==> src/rtl/trap_sequencer_pkg.sv <==
// Shared definitions for the trap/return sequencer.
//  - FSM state and sequence-kind encodings
//  - mcause codes (low bits; the interrupt flag is the MSB, added by the top)
//  - mtvec mode values
//  - select_trap(): fixed-priority selection of the winning exception/interrupt
package trap_sequencer_pkg;

  typedef enum logic [1:0] {
    ST_IDLE   = 2'd0,
    ST_ENTER  = 2'd1,
    ST_RETURN = 2'd2,
    ST_REDIR  = 2'd3
  } state_e;

  typedef enum logic {
    KIND_TRAP = 1'b0,
    KIND_MRET = 1'b1
  } kind_e;

  localparam logic [3:0] CAUSE_MISALIGN = 4'd0;
  localparam logic [3:0] CAUSE_ILLEGAL  = 4'd2;
  localparam logic [3:0] CAUSE_EBREAK   = 4'd3;
  localparam logic [3:0] CAUSE_ECALL    = 4'd11;
  localparam logic [3:0] CAUSE_IRQ_EXT  = 4'd11;
  localparam logic [3:0] CAUSE_IRQ_SW   = 4'd3;
  localparam logic [3:0] CAUSE_IRQ_TMR  = 4'd7;

  localparam logic [1:0] MTVEC_MODE_DIRECT   = 2'd0;
  localparam logic [1:0] MTVEC_MODE_VECTORED = 2'd1;

  typedef struct packed {
    logic       hit;     // some exception or interrupt wins
    logic       is_irq;  // winner is an interrupt
    logic [3:0] code;    // mcause low bits
  } trap_sel_t;

  // Synchronous exceptions always beat interrupts; pend is {ext, sw, tmr}.
  function automatic trap_sel_t select_trap(input logic       misalign,
                                            input logic       illegal,
                                            input logic       ebreak,
                                            input logic       ecall,
                                            input logic [2:0] pend);
    trap_sel_t sel;
    sel = '{hit: 1'b1, is_irq: 1'b0, code: 4'd0};
    if (misalign) begin
      sel.code = CAUSE_MISALIGN;
    end else if (illegal) begin
      sel.code = CAUSE_ILLEGAL;
    end else if (ebreak) begin
      sel.code = CAUSE_EBREAK;
    end else if (ecall) begin
      sel.code = CAUSE_ECALL;
    end else if (pend[2]) begin
      sel.is_irq = 1'b1;
      sel.code   = CAUSE_IRQ_EXT;
    end else if (pend[1]) begin
      sel.is_irq = 1'b1;
      sel.code   = CAUSE_IRQ_SW;
    end else if (pend[0]) begin
      sel.is_irq = 1'b1;
      sel.code   = CAUSE_IRQ_TMR;
    end else begin
      sel.hit = 1'b0;
    end
    return sel;
  endfunction

endpackage

==> src/rtl/trap_sequencer_irq_sync.sv <==
// Multi-flop synchronizer for one asynchronous interrupt level.
// Ports:
//  clk      in  clock
//  reset_x  in  asynchronous active-low reset, clears every stage
//  irq      in  asynchronous interrupt level
//  sync     out irq delayed by SYNC_STAGES clock edges
module trap_sequencer_irq_sync #(
  parameter int SYNC_STAGES = 2
) (
  input  logic clk,
  input  logic reset_x,
  input  logic irq,
  output logic sync
);

  logic [SYNC_STAGES-1:0] stage_r;

  // Shift the asynchronous level through the synchronizer chain.
  always_ff @(posedge clk or negedge reset_x) begin
    if (!reset_x) begin
      stage_r <= {SYNC_STAGES{1'b0}};
    end else begin
      stage_r <= {stage_r[SYNC_STAGES-2:0], irq};
    end
  end

  assign sync = stage_r[SYNC_STAGES-1];

endmodule

==> src/rtl/trap_sequencer.sv <==
// Machine-mode trap/return sequencer.
// Picks the highest-priority exception or enabled interrupt on a valid
// instruction in IDLE (or an mret), then sequences:
//   trap: ENTER (Do_trap_take, Do_cause/Do_epc) -> REDIR (Do_redirect to mtvec target)
//   mret: RETURN (Do_mret_take)                 -> REDIR (Do_redirect to Di_mepc)
// Ports:
//  clk, reset_x          clock, asynchronous active-low reset
//  Di_valid, Di_PC       retiring instruction and its PC
//  Di_ecall/ebreak/illegal/misalign/mret  decoded events
//  Di_irq_ext/sw/tmr     asynchronous interrupt levels
//  Di_mstatus_mie, Di_mie {MEIE,MSIE,MTIE}, Di_mtvec, Di_mepc  CSR state
//  Do_trap_take, Do_mret_take  one-cycle CSR update pulses
//  Do_cause, Do_epc      values for mcause/mepc, held between pulses
//  Do_redirect, Do_redirect_pc  one-cycle PC redirect and target
//  Do_stall              hold the core while a sequence is detected or in flight
module trap_sequencer
  import trap_sequencer_pkg::*;
#(
  parameter int XLEN        = 32,
  parameter int SYNC_STAGES = 2
) (
  input  logic            clk,
  input  logic            reset_x,
  input  logic            Di_valid,
  input  logic [XLEN-1:0] Di_PC,
  input  logic            Di_ecall,
  input  logic            Di_ebreak,
  input  logic            Di_illegal,
  input  logic            Di_misalign,
  input  logic            Di_mret,
  input  logic            Di_irq_ext,
  input  logic            Di_irq_sw,
  input  logic            Di_irq_tmr,
  input  logic            Di_mstatus_mie,
  input  logic [2:0]      Di_mie,
  input  logic [XLEN-1:0] Di_mtvec,
  input  logic [XLEN-1:0] Di_mepc,
  output logic            Do_trap_take,
  output logic            Do_mret_take,
  output logic [XLEN-1:0] Do_cause,
  output logic [XLEN-1:0] Do_epc,
  output logic            Do_redirect,
  output logic [XLEN-1:0] Do_redirect_pc,
  output logic            Do_stall
);

  state_e          state_r;
  kind_e           kind_r;
  logic [XLEN-1:0] cause_r;
  logic [XLEN-1:0] epc_r;
  logic [XLEN-1:0] trap_pc_r;
  logic            trap_take_r;
  logic            mret_take_r;
  logic            redirect_r;

  logic [2:0]      irq_sync_s;
  logic [2:0]      pend_s;
  trap_sel_t       sel_s;
  logic            idle_valid_s;
  logic            detect_trap_s;
  logic            detect_mret_s;
  logic [XLEN-1:0] cause_s;
  logic [XLEN-1:0] trap_target_s;

  trap_sequencer_irq_sync #(.SYNC_STAGES(SYNC_STAGES)) u_sync_ext (
    .clk(clk), .reset_x(reset_x), .irq(Di_irq_ext), .sync(irq_sync_s[2])
  );
  trap_sequencer_irq_sync #(.SYNC_STAGES(SYNC_STAGES)) u_sync_sw (
    .clk(clk), .reset_x(reset_x), .irq(Di_irq_sw), .sync(irq_sync_s[1])
  );
  trap_sequencer_irq_sync #(.SYNC_STAGES(SYNC_STAGES)) u_sync_tmr (
    .clk(clk), .reset_x(reset_x), .irq(Di_irq_tmr), .sync(irq_sync_s[0])
  );

  // Detection of the winning event for the instruction presented in IDLE.
  always_comb begin
    pend_s        = irq_sync_s & Di_mie & {3{Di_mstatus_mie}};
    sel_s         = select_trap(Di_misalign, Di_illegal, Di_ebreak, Di_ecall, pend_s);
    idle_valid_s  = (state_r == ST_IDLE) && Di_valid;
    detect_trap_s = idle_valid_s && sel_s.hit;
    // Any exception or pending interrupt overrides a simultaneous mret.
    detect_mret_s = idle_valid_s && Di_mret && !sel_s.hit;
    cause_s       = {sel_s.is_irq, (XLEN-1)'(sel_s.code)};
  end

  // Trap vector: vectored mode offsets only interrupts; modes 2/3 act as direct.
  always_comb begin
    if ((Di_mtvec[1:0] == MTVEC_MODE_VECTORED) && cause_r[XLEN-1]) begin
      trap_target_s = {Di_mtvec[XLEN-1:2], 2'b00} + {cause_r[XLEN-3:0], 2'b00};
    end else begin
      trap_target_s = {Di_mtvec[XLEN-1:2], 2'b00};
    end
  end

  // Sequencer FSM with registered pulse outputs.
  always_ff @(posedge clk or negedge reset_x) begin
    if (!reset_x) begin
      state_r     <= ST_IDLE;
      kind_r      <= KIND_TRAP;
      cause_r     <= {XLEN{1'b0}};
      epc_r       <= {XLEN{1'b0}};
      trap_pc_r   <= {XLEN{1'b0}};
      trap_take_r <= 1'b0;
      mret_take_r <= 1'b0;
      redirect_r  <= 1'b0;
    end else begin
      trap_take_r <= 1'b0;
      mret_take_r <= 1'b0;
      redirect_r  <= 1'b0;
      case (state_r)
        ST_IDLE: begin
          if (detect_trap_s) begin
            state_r     <= ST_ENTER;
            kind_r      <= KIND_TRAP;
            cause_r     <= cause_s;
            epc_r       <= Di_PC;
            trap_take_r <= 1'b1;
          end else if (detect_mret_s) begin
            state_r     <= ST_RETURN;
            kind_r      <= KIND_MRET;
            mret_take_r <= 1'b1;
          end else begin
            state_r     <= ST_IDLE;
          end
        end
        ST_ENTER: begin
          state_r    <= ST_REDIR;
          trap_pc_r  <= trap_target_s;
          redirect_r <= 1'b1;
        end
        ST_RETURN: begin
          state_r    <= ST_REDIR;
          redirect_r <= 1'b1;
        end
        ST_REDIR: begin
          state_r <= ST_IDLE;
        end
        default: begin
          state_r <= ST_IDLE;
        end
      endcase
    end
  end

  // mret target follows Di_mepc live in REDIR, i.e. after the CSR restore.
  always_comb begin
    if ((state_r == ST_REDIR) && (kind_r == KIND_MRET)) begin
      Do_redirect_pc = Di_mepc;
    end else begin
      Do_redirect_pc = trap_pc_r;
    end
  end

  assign Do_trap_take = trap_take_r;
  assign Do_mret_take = mret_take_r;
  assign Do_cause     = cause_r;
  assign Do_epc       = epc_r;
  assign Do_redirect  = redirect_r;
  assign Do_stall     = detect_trap_s || detect_mret_s || (state_r != ST_IDLE);

endmodule

==> config.mk <==
export PLATFORM = sky130hd
export DESIGN_NAME = trap_sequencer
export DESIGN_NICKNAME = d
export VERILOG_FILES = /design/src/rtl/trap_sequencer_pkg.sv /design/src/rtl/trap_sequencer_irq_sync.sv /design/src/rtl/trap_sequencer.sv
export SDC_FILE = /design/constraint.sdc
export NUM_CORES = 1
export LEC_CHECK = 0
export CAP_MARGIN = 20
export CORE_UTILIZATION = 41
export DETAILED_ROUTE_END_ITERATION = 10
export HOLD_SLACK_MARGIN = 0.1
export PLACE_DENSITY_LB_ADDON = 0.05
export SETUP_SLACK_MARGIN = 0.4
export SLEW_MARGIN = 10
export SYNTH_ARGS = -nofsm -noshare
export SYNTH_HDL_FRONTEND = slang
export SYNTH_HIERARCHICAL = 1
export SYNTH_SLANG_ARGS = --single-unit
==> constraint.sdc <==
create_clock -name clk -period 3 [get_ports clk]
set_clock_uncertainty 0.05 [all_clocks]
set_input_delay 0.6 -clock clk [delete_from_list [all_inputs] [get_ports clk]]
set_output_delay 0.6 -clock clk [all_outputs]
set_load 0.01 [all_outputs]
==> results.txt <==
----------------------------------------------------
[Outcome]
  Status ... finished, final reports clean

[STA]
  Unrepaired setup endpoints after global routing ... true
  Maximum clock frequency ... 380 MHz
  Final Hold Viols ... 0
  Total negative slack for setup checks ... 0 ns
  Minimum clock period after layout ... 2.63 ns
  Slew at the pin closest to its max-slew limit ... roughly 0.57 ns
  Final critical-path share of the clock period ... 87.6%
  Hold slack ... 0.183 ns
  Slew margin rel. ... between 60% and 70%
  Setup ws final ... 0.372 ns
  Final-report max-slew violation count ... 0
  Final setup viols ... 0

[Worst hold path]
  Classification of the worst-slack hold path ... input port to asynchronous set/reset pin

[Clock tree]
  Hold_buf cts ... 0
  TritonCTS clock tree ... built
  Latest clock arrival within the worst-skew pair ... 0.34 ns
  Cts bufs inserted ... 9
  Number of buffers on the longest clock path ... 2
  CTS clk-pin slew, worst paths ... approximately 0.080 ns
  Clock Sink Count ... 79
  H-tree lvl count ... 3
  Clock root buffer ... sky130_fd_sc_hd__clkbuf_8

[Placed design]
  HPWL after DPL ... ~8.2 mm
  Number of port buffers ... about 180
  Placed standard-cell area ... 0.00629 sq mm
  Final weighted congestion in routability-driven placement ... about 0.83
  Post-placement setup slack ... 0.0750 ns
  Cell count after placement ... 717

[Synth]
  Distinct cell type count after synthesis ... 46
  Largest family of logic cells by synthesized area ... multiplexers
  Number of standard cells after synthesis ... approximately 410
  Fraction of the mapped netlist area in simple logic gates ... 15.1%
  Adder-Cell Fraction of Synth Area ... 2.74%
  Flip-flop and latch count after synthesis ... 79
  Post-synth top area cell ... sky130_fd_sc_hd__dfrtp_1
  Mean cell area of the mapped netlist ... between 10 and 15 sq um
  Portion of netlist area occupied by mux cells ... ~16%
  Synth warn ... 6
  XOR/XNOR share of the synthesized area ... 0.600%
  Number of enable-type register cells in the synthesized netlist ... 0
  Compound-cell area share of the yosys netlist ... around an eighth
  Main synth FF type ... sky130_fd_sc_hd__dfrtp_1
  Async set-or-reset flop fraction in the synthesized netlist ... between 90% and 100%
  Sequential cell area fraction in the yosys report ... 45.2%
  Fraction of post-synthesis cell area in the top cell type by area ... ~45%
  Cell Area, Synth ... 0.00438 sq mm
  Leading post-synthesis cells by cell area ... sky130_fd_sc_hd__dfrtp_1 (45%), sky130_fd_sc_hd__mux2_2 (16%), sky130_fd_sc_hd__buf_4 (4.6%)

[Setup path]
  Data arrival time at the worst-slack endpoint ... 1.98 ns
  Launch point of the worst path ... Di_ebreak
  Maximum fanout along the worst path ... 4
  Worst EP required ... approximately 2.4 ns
  Worst setup path category ... input port to output pin
  FF-to-FF setup slack ... 0.85 ns
  Capture point of the worst path ... Do_stall
  Worst r2r path cells ... 7
  Kind of capture point of the worst setup path ... output pin
  Beginning of the worst register-to-register path ... state_r[0]
  Endpoint of the worst register-to-register path ... Do_epc[8]
  Category of the worst setup path launch point ... input port

[Routing]
  Average wire per cell in the routed design ... ~15 microns
  Overall via count from detail_route ... 3,876
  Count of antenna-violating nets left after detailed routing ... 0
  Sum of routed wire length over all layers ... 11.5 mm
  Average via count per standard cell ... 5.21
  Residual DRC count ... 0
  First-pass detailed-route iteration total ... 4
  Drt first-iter violations ... around 110

[Floorplan]
  Floorplan Core Area ... between 0.01 and 0.015 sq mm
  Die width ... 105 microns
  Num rows ... 37
  Die Footprint ... 0.0111 sq mm
  Chip Height ... roughly 110 microns
  Boundary Pins ... 211
  Initial standard-cell utilization of the core ... 42.4%

[Finish]
  Total inserted antenna cells ... 0
  Final core area utilization ... 64.8%
  Count of non-filler cells in the finished layout ... 744
  Area delta synth->final ... 52.8%
  Net count of the finished layout ... 723
  Fill cell count ... 896
  Fraction of layout instances using a drive strength above 1 ... 19.9%
  Final instance area ... 0.00669 sq mm

[Global route]
  Grt ovf ... 0
  Antenna violations before repair ... 0
  Global-route wire length before repair ... between 15 and 20 mm
  Pin count of the biggest net entering global routing ... 41
  Number of global-route vias before repair ... about 3,800
  Global-route usage over all layers ... 21.3%

[Power and ir drop]
  Static leakage power ... 2.73 nW
  Power per unit of standard cell area ... 794 mW/mm^2
  Power consumption ... roughly 5.3 mW
  Worst vdd rail ir drop ... ~0.48 mV

[Job]
  Number of max-cap violations ... 0

----------------------------------------------------
-- metal layers --
metal	global-route usage (%)	share of wire (%)	vias to the layer above
met2	34.6	47	142
met5	0	0	-
met1	27.7	44	1856
li1	-	-	1868
met3	5.69	7.9	10
met4	6.74	1.2	0
-- synth_stat cells, types with 2 or more instances --
cell,number
sky130_fd_sc_hd__nand3b_1,3
sky130_fd_sc_hd__ha_1,8
sky130_fd_sc_hd__and2_1,2
sky130_fd_sc_hd__o31ai_1,16
sky130_fd_sc_hd__o21ai_0,11
sky130_fd_sc_hd__and3_1,4
sky130_fd_sc_hd__and4_1,5
sky130_fd_sc_hd__xnor2_1,3
sky130_fd_sc_hd__nand2_1,21
sky130_fd_sc_hd__buf_4,27
sky130_fd_sc_hd__nor4_1,2
sky130_fd_sc_hd__nor2_1,31
sky130_fd_sc_hd__or3_1,6
sky130_fd_sc_hd__nand4_1,8
sky130_fd_sc_hd__dfrtp_1,79
sky130_fd_sc_hd__a21oi_1,12
sky130_fd_sc_hd__nor2b_1,2
sky130_fd_sc_hd__mux2_2,64
sky130_fd_sc_hd__clkbuf_1,18
sky130_fd_sc_hd__o211ai_1,3
sky130_fd_sc_hd__nand3_1,5
sky130_fd_sc_hd__a21o_1,3
sky130_fd_sc_hd__inv_1,6
sky130_fd_sc_hd__buf_6,2
sky130_fd_sc_hd__buf_1,4
sky130_fd_sc_hd__a31oi_1,26
sky130_fd_sc_hd__or4_1,20
sky130_fd_sc_hd__a211oi_1,3
-- worst min-delay path by stage --
stage	end	slack, ns	startpoint	cells past startpoint
floorplan	Do_cause[0]	0.25	reset_x	0
global placement	u_sync_sw/stage_r[1]	0.29	u_sync_sw/stage_r[0]	0
detailed placement	u_sync_tmr/stage_r[1]	0.29	u_sync_tmr/stage_r[0]	0
CTS	trap_pc_r[23]	0.20	reset_x	1
global route	trap_pc_r[23]	0.22	reset_x	1
finish	trap_pc_r[23]	0.18	reset_x	1
-- where the power goes --
part,internal (mW),total (mW),leakage [nW],switching [mW]
clock,0.578,0.959,0.118,0.381
combinational,1.44,2.55,1.70,1.11
sequential,1.54,1.81,0.915,0.269
-- area by class of cell --
| class | instances | area, sq um | share of cell area, % |
|---|---|---|---|
| sequential | 79 | 1980 | 29.5 |
| clock buffer | 13 | 149 | 2.23 |
| tap | 136 | 170 | 2.54 |
| timing repair buffer | 206 | 2060 | 30.8 |
| multi-input combinational | 301 | 2220 | 33.2 |
| clock inverter | 3 | 90.1 | 1.35 |
| inverter | 6 | 22.5 | 0.337 |
-- timing repair --
action,4_1_cts,5_1_grt
gates cloned,2,0
setup endpoints to repair,31,19
gates resized for setup,52,18
pin swaps,3,3
buffers inserted,8,1
-- cell families (layout without fill, tap and decap cells) --
family	after synthesis	count (layout)
fa+ha+maj	9	9
xor+xnor	3	3
compound gates	82	82
mux	64	64
other cells	1	27
simple gates	116	116
flops	79	79
buf+inv	58	228
-- worst max-delay path, stage by stage --
cell and delay (ns):
sky130_fd_sc_hd__clkdlybuf4s50_1 0.47, sky130_fd_sc_hd__nor4_2 0.26, sky130_fd_sc_hd__buf_4 0.16, sky130_fd_sc_hd__a21oi_4 0.04, sky130_fd_sc_hd__nand3b_1 0.15, sky130_fd_sc_hd__dlygate4sd2_1 0.29
-- cell usage in the layout (no fill, tap or decap), types with 4 or more instances in the layout --
cell type / count
sky130_fd_sc_hd__a21oi_1: 10
sky130_fd_sc_hd__or3_1: 6
sky130_fd_sc_hd__nand4_1: 8
sky130_fd_sc_hd__buf_4: 14
sky130_fd_sc_hd__inv_1: 6
sky130_fd_sc_hd__clkbuf_8: 10
sky130_fd_sc_hd__mux2_2: 61
sky130_fd_sc_hd__or4_1: 20
sky130_fd_sc_hd__ha_1: 6
sky130_fd_sc_hd__buf_6: 7
sky130_fd_sc_hd__clkdlybuf4s50_1: 150
sky130_fd_sc_hd__dlygate4sd2_1: 24
sky130_fd_sc_hd__dfrtp_1: 79
sky130_fd_sc_hd__conb_1: 27
sky130_fd_sc_hd__a31oi_1: 26
sky130_fd_sc_hd__and4_1: 5
sky130_fd_sc_hd__and3_1: 4
sky130_fd_sc_hd__nand3_1: 5
sky130_fd_sc_hd__nand2_1: 20
sky130_fd_sc_hd__o31ai_1: 16
sky130_fd_sc_hd__buf_12: 4
sky130_fd_sc_hd__o21ai_0: 11
sky130_fd_sc_hd__nor2_1: 31
-- flip-flops by register name, indices dropped and copies added, names as in the netlist --
name	count
trap_pc_r	30
u_sync_sw/stage_r	2
Do_epc	32
Do_trap_take	1
state_r	2
Do_mret_take	1
kind_r	1
u_sync_tmr/stage_r	2
u_sync_ext/stage_r	2
Do_cause	5
Do_redirect	1
(Power assumes the default switching activity.)
